[config.mk]
export PLATFORM = sky130hd
export DESIGN_NAME = pc_sequencer
export DESIGN_NICKNAME = d
export VERILOG_FILES = /design/src/rtl/pc_seq_pkg.sv /design/src/rtl/ret_stack.sv /design/src/rtl/pc_sequencer.sv
export SDC_FILE = /design/constraint.sdc
export NUM_CORES = 1
export LEC_CHECK = 0
export BUFFER_PORTS_ARGS = -buffer_cell sky130_fd_sc_hd__buf_2
export CAP_MARGIN = 20
export CELL_PAD_IN_SITES_DETAIL_PLACEMENT = 0
export CELL_PAD_IN_SITES_GLOBAL_PLACEMENT = 1
export CORE_ASPECT_RATIO = 1.25
export CORE_MARGIN = 2
export CORE_UTILIZATION = 45
export DETAILED_ROUTE_END_ITERATION = 8
export PLACE_DENSITY_LB_ADDON = 0.1
export SYNTH_ARGS = -nofsm -noshare
export SYNTH_HDL_FRONTEND = slang
export SYNTH_HIERARCHICAL = 1
export SYNTH_SLANG_ARGS = --single-unit
[constraint.sdc]
create_clock -name clk -period 3.1 [get_ports clk]
set_input_delay 0.465 -clock clk [delete_from_list [all_inputs] [get_ports clk]]
set_output_delay 0.465 -clock clk [all_outputs]
set_load 0.02 [all_outputs]
[src/rtl/pc_seq_pkg.sv]
// -----------------------------------------------------------------------------
// pc_seq_pkg
// Shared definitions for the program-counter sequencer and the controller that
// drives it. Holds the 3-bit flow-control opcode encoding; any code outside the
// listed values is treated as OP_NEXT by the sequencer.
// -----------------------------------------------------------------------------
package pc_seq_pkg;

  localparam int OP_W = 3;

  localparam logic [OP_W-1:0] OP_NEXT = 3'b000;  // pc <- pc + 1
  localparam logic [OP_W-1:0] OP_BR   = 3'b001;  // conditional relative branch
  localparam logic [OP_W-1:0] OP_JMP  = 3'b010;  // absolute jump
  localparam logic [OP_W-1:0] OP_CALL = 3'b011;  // push return address, jump
  localparam logic [OP_W-1:0] OP_RET  = 3'b100;  // pop return address

endpackage : pc_seq_pkg

[src/rtl/ret_stack.sv]
// -----------------------------------------------------------------------------
// ret_stack
// Return-address LIFO for the PC sequencer. Storage is a register array
// addressed by the occupancy count; the top entry is read combinationally so a
// return can redirect the PC in the same cycle it is requested.
//
// Parameters: W (entry width), DEPTH (entries, power of two, >= 2)
// Ports:
//   clk    in   rising-edge clock
//   reset  in   synchronous active-low reset (clears occupancy only)
//   push   in   write din on top (ignored when full)
//   pop    in   remove top entry (ignored when empty); never with push
//   din    in   W      value to push
//   top    out  W      current top entry (undefined when empty)
//   depth  out  $clog2(DEPTH)+1  occupancy, 0..DEPTH
//   full   out  depth == DEPTH
//   empty  out  depth == 0
// -----------------------------------------------------------------------------
module ret_stack #(
  parameter int W     = 12,
  parameter int DEPTH = 8
) (
  input  logic                       clk,
  input  logic                       reset,
  input  logic                       push,
  input  logic                       pop,
  input  logic [W-1:0]               din,
  output logic [W-1:0]               top,
  output logic [$clog2(DEPTH):0]     depth,
  output logic                       full,
  output logic                       empty
);

  localparam int IW = $clog2(DEPTH);
  localparam int DW = IW + 1;

  logic [W-1:0]  mem_q [DEPTH];
  logic [DW-1:0] depth_q, depth_d;
  logic [IW-1:0] wr_idx;
  logic [IW-1:0] top_idx;
  logic          do_push;

  assign full    = (depth_q == DW'(DEPTH));
  assign empty   = (depth_q == '0);
  assign depth   = depth_q;

  // Slot index is the low bits of the count; when full no write happens, so
  // dropping the MSB never aliases a live entry.
  assign wr_idx  = depth_q[IW-1:0];
  assign top_idx = IW'(depth_q - 1'b1);
  assign top     = mem_q[top_idx];
  assign do_push = push && !full;

  // NOTE: default assigned first so every path drives depth_d; without it an
  // idle cycle would infer a latch instead of holding the register.
  always_comb begin
    depth_d = depth_q;
    if (do_push) begin
      depth_d = depth_q + 1'b1;
    end else if (pop && !empty) begin
      depth_d = depth_q - 1'b1;
    end
  end

  // NOTE: sequential state uses non-blocking assignments so every flop samples
  // pre-edge values; blocking here would create order-dependent simulation.
  always_ff @(posedge clk) begin
    if (!reset) begin
      depth_q <= '0;
    end else begin
      depth_q <= depth_d;
    end
  end

  // NOTE: the entry array is deliberately left out of reset; occupancy alone
  // defines validity, and keeping reset off the array lets it map to plain RAM.
  always_ff @(posedge clk) begin
    if (reset && do_push) begin
      mem_q[wr_idx] <= din;
    end
  end

endmodule : ret_stack

[src/rtl/pc_sequencer.sv]
// -----------------------------------------------------------------------------
// pc_sequencer
// Program-counter sequencer for the single-cycle core. Holds the PC, selects
// the next fetch address for sequential / branch / jump / call / return flow,
// and owns the return-address stack (ret_stack).
//
// Optional feature macro: PC_SEQ_TRAP_EN
//   Defined   : stack overflow/underflow sets a sticky fault and vectors the
//               PC to TRAP_PC; while faulted every non-stalled op yields
//               TRAP_PC and the stack is frozen until reset.
//   Undefined : fault tied low; overflow drops the push, underflow falls
//               through to pc + 1.
//
// Ports:
//   clk     in   rising-edge clock
//   reset   in   synchronous active-low reset (overrides stall and op)
//   stall   in   hold PC and stack, ignore op
//   op      in   3       flow opcode (pc_seq_pkg encoding)
//   cond    in   branch condition, used only by OP_BR
//   offset  in   OFF_W   signed relative-branch offset
//   target  in   ADDR_W  absolute JMP/CALL destination
//   pc      out  ADDR_W  registered fetch address
//   depth   out  stack occupancy 0..DEPTH
//   full    out  depth == DEPTH
//   empty   out  depth == 0
//   ovf     out  registered one-cycle pulse: CALL while full
//   unf     out  registered one-cycle pulse: RET while empty
//   fault   out  sticky trap flag
// -----------------------------------------------------------------------------
module pc_sequencer
  import pc_seq_pkg::*;
#(
  parameter int                ADDR_W   = 12,
  parameter int                OFF_W    = 8,
  parameter int                DEPTH    = 8,
  parameter logic [ADDR_W-1:0] RESET_PC = '0,
  parameter logic [ADDR_W-1:0] TRAP_PC  = '1
) (
  input  logic                     clk,
  input  logic                     reset,
  input  logic                     stall,
  input  logic [2:0]               op,
  input  logic                     cond,
  input  logic [OFF_W-1:0]         offset,
  input  logic [ADDR_W-1:0]        target,
  output logic [ADDR_W-1:0]        pc,
  output logic [$clog2(DEPTH):0]   depth,
  output logic                     full,
  output logic                     empty,
  output logic                     ovf,
  output logic                     unf,
  output logic                     fault
);

`ifdef PC_SEQ_TRAP_EN
  localparam bit TRAP_EN = 1'b1;
`else
  localparam bit TRAP_EN = 1'b0;
`endif

  logic [ADDR_W-1:0] pc_q, pc_d;
  logic              ovf_q, ovf_d;
  logic              unf_q, unf_d;
  logic              fault_q, fault_d;

  logic [ADDR_W-1:0] pc1;
  logic [ADDR_W-1:0] br_pc;
  logic [ADDR_W-1:0] stack_top;
  logic              push, pop;

  assign pc1   = pc_q + 1'b1;
  // Size-casting the signed offset sign-extends it; the add wraps modulo 2^ADDR_W.
  assign br_pc = pc1 + ADDR_W'(signed'(offset));

  ret_stack #(
    .W     (ADDR_W),
    .DEPTH (DEPTH)
  ) u_ret_stack (
    .clk   (clk),
    .reset (reset),
    .push  (push),
    .pop   (pop),
    .din   (pc1),
    .top   (stack_top),
    .depth (depth),
    .full  (full),
    .empty (empty)
  );

  always_comb begin
    pc_d    = pc_q;
    push    = 1'b0;
    pop     = 1'b0;
    ovf_d   = 1'b0;
    unf_d   = 1'b0;
    fault_d = fault_q;

    if (!stall) begin
      case (op)
        OP_BR:   pc_d = cond ? br_pc : pc1;
        OP_JMP:  pc_d = target;
        OP_CALL: begin
          pc_d = target;
          if (full) ovf_d = 1'b1;
          else      push  = 1'b1;
        end
        OP_RET: begin
          if (empty) begin
            pc_d  = pc1;
            unf_d = 1'b1;
          end else begin
            pc_d = stack_top;
            pop  = 1'b1;
          end
        end
        default: pc_d = pc1;
      endcase

      // A new stack fault, or one already latched, overrides the normal flow
      // and freezes the stack.
      if (TRAP_EN && (fault_q || ovf_d || unf_d)) begin
        pc_d    = TRAP_PC;
        push    = 1'b0;
        pop     = 1'b0;
        fault_d = 1'b1;
      end
    end
  end

  always_ff @(posedge clk) begin
    if (!reset) begin
      pc_q    <= RESET_PC;
      ovf_q   <= 1'b0;
      unf_q   <= 1'b0;
      fault_q <= 1'b0;
    end else begin
      pc_q    <= pc_d;
      ovf_q   <= ovf_d;
      unf_q   <= unf_d;
      fault_q <= fault_d;
    end
  end

  assign pc    = pc_q;
  assign ovf   = ovf_q;
  assign unf   = unf_q;
  assign fault = fault_q;

endmodule : pc_sequencer

Word level (Yosys, flattened, before mapping)
Memory sizes are Yosys's and may differ from the RTL's. Index checks and enable logic that the tools add are counted.

$add $sub $neg: 4. Equal/unequal tests: 5. Mux-type cells: 15. Bitwise operators: 3. Reductions and logical operators: 10.

Operators by type and width (number): 12-bit one-hot mux with 3 select lines (1); 12-bit 2-to-1 mux (2); 12-bit by 1-bit adder with 12-bit output, second input constant (1); 12-bit adder (1); 1-bit 2-to-1 mux (10); 4-bit 2-to-1 mux (2); 3-bit by 2-bit equality test with 1-bit output, second input constant (2); 3-bit OR reduction (2); 4-bit by 1-bit adder with 4-bit output, second input constant (1); 4-bit equality test, second input constant (1); 4-bit zero test (1); 4-bit by 1-bit subtractor with 4-bit output, second input constant (1); 3-bit by 1-bit equality test with 1-bit output, second input constant (1); 3-bit equality test, second input constant (1); 1-bit logical AND (3); 1-bit inverter (3); 1-bit zero test (2); 2-bit nonzero test (1); 2-bit OR reduction (1).

Bits in registers: 18. Memory bits (writable): 96. Input bits: 27. Output and inout bits: 21. Memories: 1.

Memories: u_ret_stack.mem_q (depth 8, width 12, read ports 1, clocked after memory_dff 0, wr ports 1, RTL line ret_stack.sv:37) `logic [W-1:0] mem_q [DEPTH];`.

Depth between registers and ports, before layout
Gate-level depths: netlist of run 1.

Depth in word-level cells: 8. Depth in mapped cells: 15. Depth with buffers taken out: 13.

Modules after synthesis
The synthesis of run 1 kept the hierarchy.

Modules (own cells, without submodules): ret_stack (instances 1, cells an instance 193, area an instance 4012.6 um^2, sequential area each 2962.8 um^2); pc_sequencer (instances 1, cells an instance 191, area an instance 1541.5 um^2, sequential area each 280.3 um^2).

Least setup slack after synthesis of run 1
Ideal clock, no wire load.

Path kind: reg2reg. Start point: register u_ret_stack.depth_q[0], in the netlist u_ret_stack/depth[0]. End point: memory u_ret_stack.mem_q[1][0], enable pin. Setup time: 396 ps. Arrival time: 2972 ps. Setup slack: -268 ps. Stages on the path, launching flop included: 11. Buffers on the path: 3. Clock period less this slack: 3368 ps. Cell sequence: dfxtp_1 -> buf_6 -> buf_6 -> inv_1 -> ha_1 -> nand3b_1 -> inv_1 -> nor3_1 -> clkbuf_1 -> nand4_1 -> nor3_1.

Cells in the longest elaborated chain, start to end: 8. Elaborated cells between the ends (all ways): 9. Classes of those cells: eq/ne: 1; mux: 5; reduce/logical: 3.

Ends and longest elaborated chain: start, declared (RTL line ret_stack.sv:38) `logic [DW-1:0] depth_q, depth_d;`; start signal, assigned (RTL line ret_stack.sv:71) `depth_q <= depth_d;`; 4-bit equality test (RTL line ret_stack.sv:43) `assign full = (depth_q == DW'(DEPTH));`; via full (RTL line pc_sequencer.sv:48) `output logic full,`; 1-bit 2-to-1 mux (RTL line pc_sequencer.sv:104) `if (full) ovf_d = 1'b1;`; 1-bit 2-to-1 mux (RTL line pc_sequencer.sv:99) `case (op)`; 1-bit 2-to-1 mux (RTL line pc_sequencer.sv:98) `if (!stall) begin`; via push (RTL line pc_sequencer.sv:69) `logic push, pop;`; 1-bit logical AND (RTL line ret_stack.sv:52) `assign do_push = push && !full;`; 1-bit logical AND (RTL line ret_stack.sv:78) `if (reset && do_push) begin`; 1-bit 2-to-1 mux (RTL line ret_stack.sv:78); 1-bit 2-to-1 mux (not written as such) (RTL line ret_stack.sv:79) `mem_q[wr_idx] <= din;`; end, declared (RTL line ret_stack.sv:37).

The timed path passes the listed nets, and every way through them passes these cells.

Worst setup path after layout of run 1
Start point: register pc_q[0], in the netlist pc[0]. End point: register pc_q[11], in the netlist pc[11].

Cells in the longest elaborated chain, start to end: 4. Elaborated cells between the ends (all ways): 5. Classes of those cells: add/sub: 2; mux: 3.

Ends and longest elaborated chain: start, declared (RTL line pc_sequencer.sv:61) `logic [ADDR_W-1:0] pc_q, pc_d;`; start signal, assigned (RTL line pc_sequencer.sv:137) `pc_q <= pc_d;`; 12-bit by 1-bit adder with 12-bit output (RTL line pc_sequencer.sv:71) `assign pc1 = pc_q + 1'b1;`; via pc1[10] (RTL line pc_sequencer.sv:66) `logic [ADDR_W-1:0] pc1;`; 12-bit adder (RTL line pc_sequencer.sv:73) `assign br_pc = pc1 + ADDR_W'(signed'(offset));`; 12-bit 2-to-1 mux (RTL line pc_sequencer.sv:100) `OP_BR: pc_d = cond ? br_pc : pc1;`; 12-bit one-hot mux with 3 select lines (RTL line pc_sequencer.sv:99).

The timed path passes the listed nets, and every way through them passes these cells. A chain may end at the register's enable or synchronous reset.

==> impl_summary.md, run 1 <==
Placement
The post-placement setup slack is -0.0323 ns. Buffers placed on the I/O ports in this run total 46. Summed over all nets, the half-perimeter wirelength after detailed placement is roughly 9 mm. The routability congestion estimate from global placement is about 0.78.

Worst setup path
For this design, the slowest cell found on the critical path is a221o_1. In this run the worst path has a maximum fanout of 6. The worst path buffer plus inverter count is 0. The signal on the critical path passes through ha_2, nand3_2, nor3_2, xnor2_1, ha_1, and2_4, a221o_1, mux2i_1, o31ai_1, a311oi_2, a32oi_1, o211ai_1.

The worst setup path is captured at a flip-flop. The startpoint-to-endpoint class of the critical path is flip-flop to flip-flop. The required time at the endpoint of the critical path is ~3.4 ns. The arrival time at the worst endpoint is roughly 3.2 ns. The delay of the slowest cell on the worst path is 0.37 ns. The critical path's top delay family is compound AO/OA/AOI/OAI gates.

The type of element launching the critical path is a flip-flop.

Floorplan
The overall die area is roughly 13000 sq um. From bottom edge to top edge, the die measures approximately 130 microns. The boundary pin count is 48.

Once the floorplan was initialized, standard cells occupied 45.9% of the core. The x dimension of the die is 103 microns. In this run the standard cell core region covers 12100 sq um. The floorplan has 45 rows.

Run
The number of max-cap violations is 0.

Timing
In the finished design, the share of the clock period the worst path needs comes to between 90% and 100%. The post-route minimum period is 2.92 ns. The hold violation total from the final report is 0. The tightest hold path in the finished design has a slack of ~0.37 ns. The maximum operating frequency is between 300 and 400 MHz. The final count of pins violating max slew is 0. Setup slack closes at approximately 0.18 ns.

The final setup skew is 0.00613 ns. The worst pin sits at a relative slew slack of between 50 and 60%. At the pin with the least slew margin, the transition time is ~0.69 ns. Setup violations remaining at the end of the flow were counted as 0.

CTS
The total clock buffers created by CTS is 17. For this design, the sink count on the clock tree is between 100 and 150. No sink is reached through more buffers than the 2 on the longest clock path. The depth of the CTS H-tree is 4. Clock-pin slew was measured on the worst setup and hold paths at about 0.050 ns. The clock reaches the later pin of the worst-skew pair after 0.40 ns. TritonCTS built the clock tree.

The tree is rooted in a clkbuf_16.

Detailed routing
The length of the first detailed-routing pass in iterations is 4. The routed layout has roughly 3.6k vias. After detailed routing, the average wire length per cell comes to roughly 20 microns. The per-cell via count in the routed design is between 5 and 6. The detailed router's first-iteration violation count is about 140. The final routed wirelength across all metal layers is about 13 mm.

In the routed design, unresolved DRC markers number 0. The post-detailed-route count of antenna-violating nets is 0.

Layout
The area added between synthesis and finish is 21.7%. The number of antenna diodes is 0. For this run, the post-layout net count is 508.

The share of post-route cells with drive strength above 1 is roughly 35%. The fill cell total of the finished layout is between 1k and 1.5k. The final core area utilization is 55.8%.

In the layout the commonest cells are edfxtp_1 (96), buf_2 (46), buf_4 (32). The most common cell after layout, fill and taps aside is edfxtp_1. The sequential cells in the finished layout cover a total of roughly 3200 sq um. Summing all multi-input logic gate instances after layout gives 2190 sq um.

Run status
The flow ran to the end, and the final reports show no timing, DRC or antenna violations.

Yosys
The share of synthesized area occupied by flip-flops and latches is just under 60%. The commonest register cell after synthesis is edfxtp_1. The number of register bits inferred by synthesis is approximately 110. The average cell area after synthesis is 14.5 sq um. The synthesized net count is 430. The number of instances in the synthesized netlist is between 300 and 400. The post-synth design cell area is approximately 5600 sq um. The number of different library cells used by synthesis comes to 55.

The number of warnings issued by yosys is 6. The synthesized design contains 96 enable-type register cells. The share of flip-flops with an asynchronous set or reset after synthesis is 0%.

Pwr
The power density over the cells is between 500 and 600 nW/um^2. IR analysis of the VDD net gives a maximum drop of 0.000369 V. The final total power is just over 4 mW. The cell leakage power is 2.48 nW.

Worst hold path
The worst hold path belongs to the class input pin to flip-flop.

GRT
The global-route usage over all layers is 21.2%. The first global-routing pass estimated 20.4 mm of wire. The maximum number of pins on one net before global-route repair is 20. Global routing finished with a remaining overflow of 0. The via count of the first global-routing pass is 3633. The initial antenna violation count is 0.
stage by stage:
| step | instances | cell area (sq um) | TNS, ns |
|---|---|---|---|
| floorplan | 384 | 5570 | 0 |
| global placement | 605 | 6110 | 0 |
| detailed placement | 605 | 6110 | -0.0323 |
| CTS | 636 | 6710 | 0 |
| global route | 638 | 6760 | -0.0150 |
| finish | 638 | 6760 | 0 |
flip-flops by register name, summed over array words and instances, names as in the netlist:
register and flops:
u_ret_stack/mem_q 96, pc 12, u_ret_stack/depth 4, ovf 1, unf 1
timing repair:
action	CTS	global route
hold buffers	0	0
endpoints found under the setup margin	1	3
setup buffers	0	2
gates resized for setup	1	11
pin swaps	0	2
cell families after synthesis:
group | Yosys count | share of synthesized area (%)
xor gates and xnor gates | 21 | 3.45
other | 1 | 0.0675
and+or+nand+nor | 86 | 7.82
buffers and inverters | 32 | 3.09
DFF | 114 | 58.4
muxes | 39 | 13.1
adders and majority gates | 19 | 4.42
AOI/OAI and AO/OA | 72 | 9.69
where the power goes:
part           leakage (nW)  switching [mW]  internal, mW
Sequential             1.02          0.0203          1.69
Clock                 0.279           0.658          1.25
Combinational          1.18           0.236         0.171
Total                  2.48           0.914          3.12
cell usage after synthesis (all sizes together) (9+ instances only):
master,instances,area [sq um]
mux2,14,158
buf,10,88.8
xor2,9,78.8
a221oi,11,96.3
nand3,11,55.1
o21ai,16,80.1
mux4,24,559
ha,18,225
nor2,33,126
inv,13,48.8
clkbuf,9,33.8
a221o,11,110
nand2,17,63.8
xnor2,12,113
edfxtp,96,2880
dfxtp,18,360
worst paths after layout:
check | cells past startpoint | slack [ns] | startpoint | to
worst max register to register | 12 | 0.18 | pc[0] | pc[11]
worst min-delay path | 3 | 0.37 | op[0] | ovf
worst min register to register | 2 | 0.57 | pc[3] | pc[3]
worst max-delay path | 12 | 0.18 | pc[0] | pc[11]
worst min-delay path: cells and delay by family:
kind | cells | cell delay [ns]
buffers and inverters | 1 | 0.13
AND/OR/NAND/NOR | 2 | 0.13
area by class of cell:
type / count / share of cell area, %
clock buffers: 17 / 6.30
clock inverters: 14 / 2.44
inverters: 13 / 0.722
multi-input cells: 238 / 32.5
flip-flops and latches: 114 / 48.1
well taps: 164 / 3.04
repair buffers: 78 / 6.96
metal layers:
layer	vias up	routed length, microns	global-route usage [%]	share of wire, %
met3	7	634	4.80	4.9
met4	0	89	6.19	0.69
met2	94	6580	34.6	51
li1	1673	-	-	-
met1	1811	5630	28.3	44
met5	-	0	0	0
Note: power is estimated with default switching activity, not from simulation.
==> inputs of run 2 (changes only) <==
--- a/config.mk
+++ b/config.mk
@@ -7,8 +7,6 @@
 export LEC_CHECK = 0
 export BUFFER_PORTS_ARGS = -buffer_cell sky130_fd_sc_hd__buf_2
 export CAP_MARGIN = 20
-export CELL_PAD_IN_SITES_DETAIL_PLACEMENT = 0
-export CELL_PAD_IN_SITES_GLOBAL_PLACEMENT = 1
 export CORE_ASPECT_RATIO = 1.25
 export CORE_MARGIN = 2
 export CORE_UTILIZATION = 45
==> run 2 against run 1 <==
  * Final cell count grew 0.94%
  * Largest power group unchanged
  * Routed wire length up 3.6%
  * Sequential power barely moved
  * Via count increased by 0.14%
  * Utilization rose by 0.34 points
  * Maximum frequency shrank 0.67%
==> impl_summary.md, run 2 (synthesis results as in run 1) <==
Floorplan
The number of rows in the core area is 45 (unchanged). The x dimension of the die was 103 microns (unchanged). The vertical extent of the die is 128 microns (unchanged). The overall die area is 13300 sq um (unchanged). The initial cell density of the core came to 45.9% (unchanged).

The total core area came to 12100 sq um (unchanged). The boundary pin count was 48 (unchanged).

Worst setup path
The startpoint of the worst-slack reg-to-reg timing path is pc[2] (was pc[0]). The type of destination of the critical path is a flip-flop (unchanged). The count of cells along the worst register-to-register path is 12 (unchanged).

The delay of the slowest cell on the worst path is 0.39 ns (was 0.37 ns). The startpoint-to-endpoint class of the critical path was flip-flop to flip-flop (unchanged). The worst setup slack for register-to-register paths was 0.17 ns (was 0.18 ns). The highest fanout seen on the critical path was 6 (unchanged). The type of element launching the critical path is a flip-flop (unchanged). The master of the slowest instance on the critical path is dfxtp_2 (was a221o_1).

The endpoint of the worst register-to-register path is pc[11] (unchanged). Cell breakdown of the critical path: and4_2, nand4_4, nor2_2, xor2_1, ha_1, and2_4, a221o_1, mux2i_1, o31ai_1, a311oi_2, buf_4, o211ai_1 (was ha_2, nand3_2, nor3_2, xnor2_1, ha_1, and2_4, a221o_1, mux2i_1, o31ai_1, a311oi_2, a32oi_1, o211ai_1). The required time at the endpoint of the critical path was 3.39 ns (was 3.42 ns). The arrival time at the worst endpoint came to 3.22 ns (was 3.24 ns).

GRT
The via count of the first global-routing pass was 3778 (was 3633). The initial antenna violation count was 0 (unchanged). The global-route usage over all layers is 22.2% (was 21.2%). The met3 global-route usage is 6.05% (was 4.80%). The maximum number of pins on one net before global-route repair is 22 (was 20). The highest-utilization routing layer at the global route stage is met2 (unchanged). The met1 usage in global routing came to 28.0% (was 28.3%).

The first-pass GRT wire length is 20.9 mm (was 20.4 mm). The global routing usage on met2 is 37.2% (was 34.6%). The total overflow reported by the global router was 0 (unchanged).

Timing
The final count of pins violating max slew is 0 (unchanged). The worst slew margin relative to its limit is 48.5% (was 53.9%). The accumulated negative setup slack is 0 ns (unchanged). The final count of negative-setup-slack endpoints was 0 (unchanged). The maximum operating frequency is 341 MHz (was 343 MHz). The hold violation total from the final report was 0 (unchanged). The setup slack after layout is 0.165 ns (was 0.185 ns).

The final hold slack is 0.367 ns (was 0.372 ns). The transition time of the tightest slew-check pin was 0.767 ns (was 0.687 ns). The post-route minimum period was 2.93 ns (was 2.92 ns). The final setup skew was 0.00625 ns (was 0.00613 ns). The post-route clock period utilization was 94.7% (was 94.0%).

Placement
The routability congestion estimate from global placement is 0.846 (was 0.777). The number of buffer cells added on primary ports was 46 (unchanged). The post-placement setup slack came to 0.132 ns (was -0.0323 ns).

The detailed placement HPWL is 9.59 mm (was 9.13 mm).

Pwr
The power density over the cells is 601 nW/um^2 (was 596 nW/um^2). The worst supply voltage drop on vdd came to 0.000419 V (was 0.000369 V). The cell leakage power is 2.52 nW (was 2.48 nW). The final total power came to 4.09 mW (was 4.03 mW).

Detailed routing
The total number of vias was 3590 (was 3585). The post-detailed-route count of antenna-violating nets came to 0 (unchanged). The per-cell via count in the routed design is 5.57 (was 5.62). The length of the first detailed-routing pass in iterations is 4 (unchanged).

The wire length per cell after detailed routing is 20.8 microns (was 20.3 microns). The number of remaining DRC errors came to 0 (unchanged). The final routed wirelength across all metal layers is 13.4 mm (was 12.9 mm). The detailed router's first-iteration violation count came to 198 (was 141).

Worst hold path
The worst hold path startpoint is op[0] (unchanged). The number of cells on the worst hold path was 3 (unchanged). The class of the tightest hold or removal check is input pin to flip-flop (unchanged). The hold path endpoint is ovf (unchanged).

Layout
The area added between synthesis and finish came to 22.4% (was 21.7%). The total number of nets in the final design is 513 (was 508). The share of post-route cells with drive strength above 1 was 35.6% (was 35.4%).

The number of flip-flops under the largest register name came to 96 (unchanged). The register with the most flip-flops is u_ret_stack/mem_q (unchanged). The number of antenna diodes came to 0 (unchanged). Leading cell types in the layout, fill and taps excluded: edfxtp_1 (96), buf_2 (46), buf_4 (37) (was edfxtp_1 (96), buf_2 (46), buf_4 (32)).

The most common cell after layout, fill and taps aside is edfxtp_1 (unchanged).

CTS
The total clock buffers created by CTS is 17 (unchanged). The maximum clock path buffer count came to 2 (unchanged). The clock root buffer master is clkbuf_16 (unchanged).

The clock latency reported for the late side of the worst-skew pair is 0.41 ns (was 0.40 ns). The TritonCTS clock tree is yes (unchanged). The clock edge transition at the registers on the reported setup and hold paths is 0.06 ns (was 0.05 ns).

The depth of the CTS H-tree is 4 (unchanged). The clock sink total is 114 (unchanged). The number of buffers inserted by hold repair at cts is 0 (unchanged).

Run
The number of max-cap violations is 0 (unchanged).

Run status
Result of the run: completed (unchanged).
==> run 2: changes by cell type in the layout (fill, tap and decap cells not counted), sizes merged <==
cell,change
buf,+5
clkinvlp,-1
inv,+1
clkinv,-2
clkbuf,+3
==> run 2: area by class of cell <==
class / count / area (sq um)
Fill cell: 1006 / 5310
Inverter: 13 / 48.8
Clock inverter: 12 / 158
Sequential cell: 114 / 3250
Clock buffer: 20 / 447
Multi-Input combinational cell: 238 / 2180
Timing Repair Buffer: 83 / 508
Tap cell: 164 / 205
==> run 2: how the worst max path moves through the flow <==
stage / startpoint / end / depth (start not counted)
6_report: pc[2] / pc[11] / 12
5_1_grt: pc[3] / pc[11] / 12
4_1_cts: pc[0] / pc[11] / 12
3_5_place_dp: pc[0] / pc[11] / 12
3_3_place_gp: pc[0] / pc[11] / 12
2_1_floorplan: pc[2] / pc[11] / 11
==> run 2: where the power goes <==
| part | switching, mW | leakage (nW) | internal [mW] | total (mW) |
|---|---|---|---|---|
| Sequential | 0.0204 | 1.02 | 1.69 | 1.71 |
| Clock | 0.678 | 0.287 | 1.29 | 1.97 |
| Combinational | 0.236 | 1.21 | 0.174 | 0.410 |
| Total | 0.934 | 2.52 | 3.15 | 4.09 |
==> run 2: metal layers <==
| metal | part of all wire (%) | up-vias |
|---|---|---|
| met4 | 1.2 | 0 |
| met2 | 53 | 103 |
| met3 | 4.2 | 11 |
| li1 | - | 1688 |
| met5 | 0 | - |
| met1 | 41 | 1788 |
==> run 2: through the flow <==
step	instance area (sq um)	cells	utilization (%)
2_1_floorplan	5570	384	-
3_3_place_gp	6140	609	50.7
3_5_place_dp	6140	609	50.7
4_1_cts	6750	641	55.7
5_1_grt	6800	644	56.2
6_report	6800	644	56.2
==> run 2: timing repair <==
item / CTS / global route
hold endpoints to repair: 0 / 0
setup endpoints to repair: 0 / 2
setup buffers: 0 / 3
resized for setup: 0 / 11
==> run 2: worst max-delay path, delay by kind of cell (launching register included) <==
family | cells | cell delay [ns]
AO/OA/AOI/OAI | 4 | 0.86
buffers and inverters | 1 | 0.16
AND/OR/NAND/NOR | 4 | 0.73
XOR/XNOR | 1 | 0.20
adder cells (fa/ha/maj) | 1 | 0.31
multiplexers | 1 | 0.16
flip-flops | 1 | 0.39
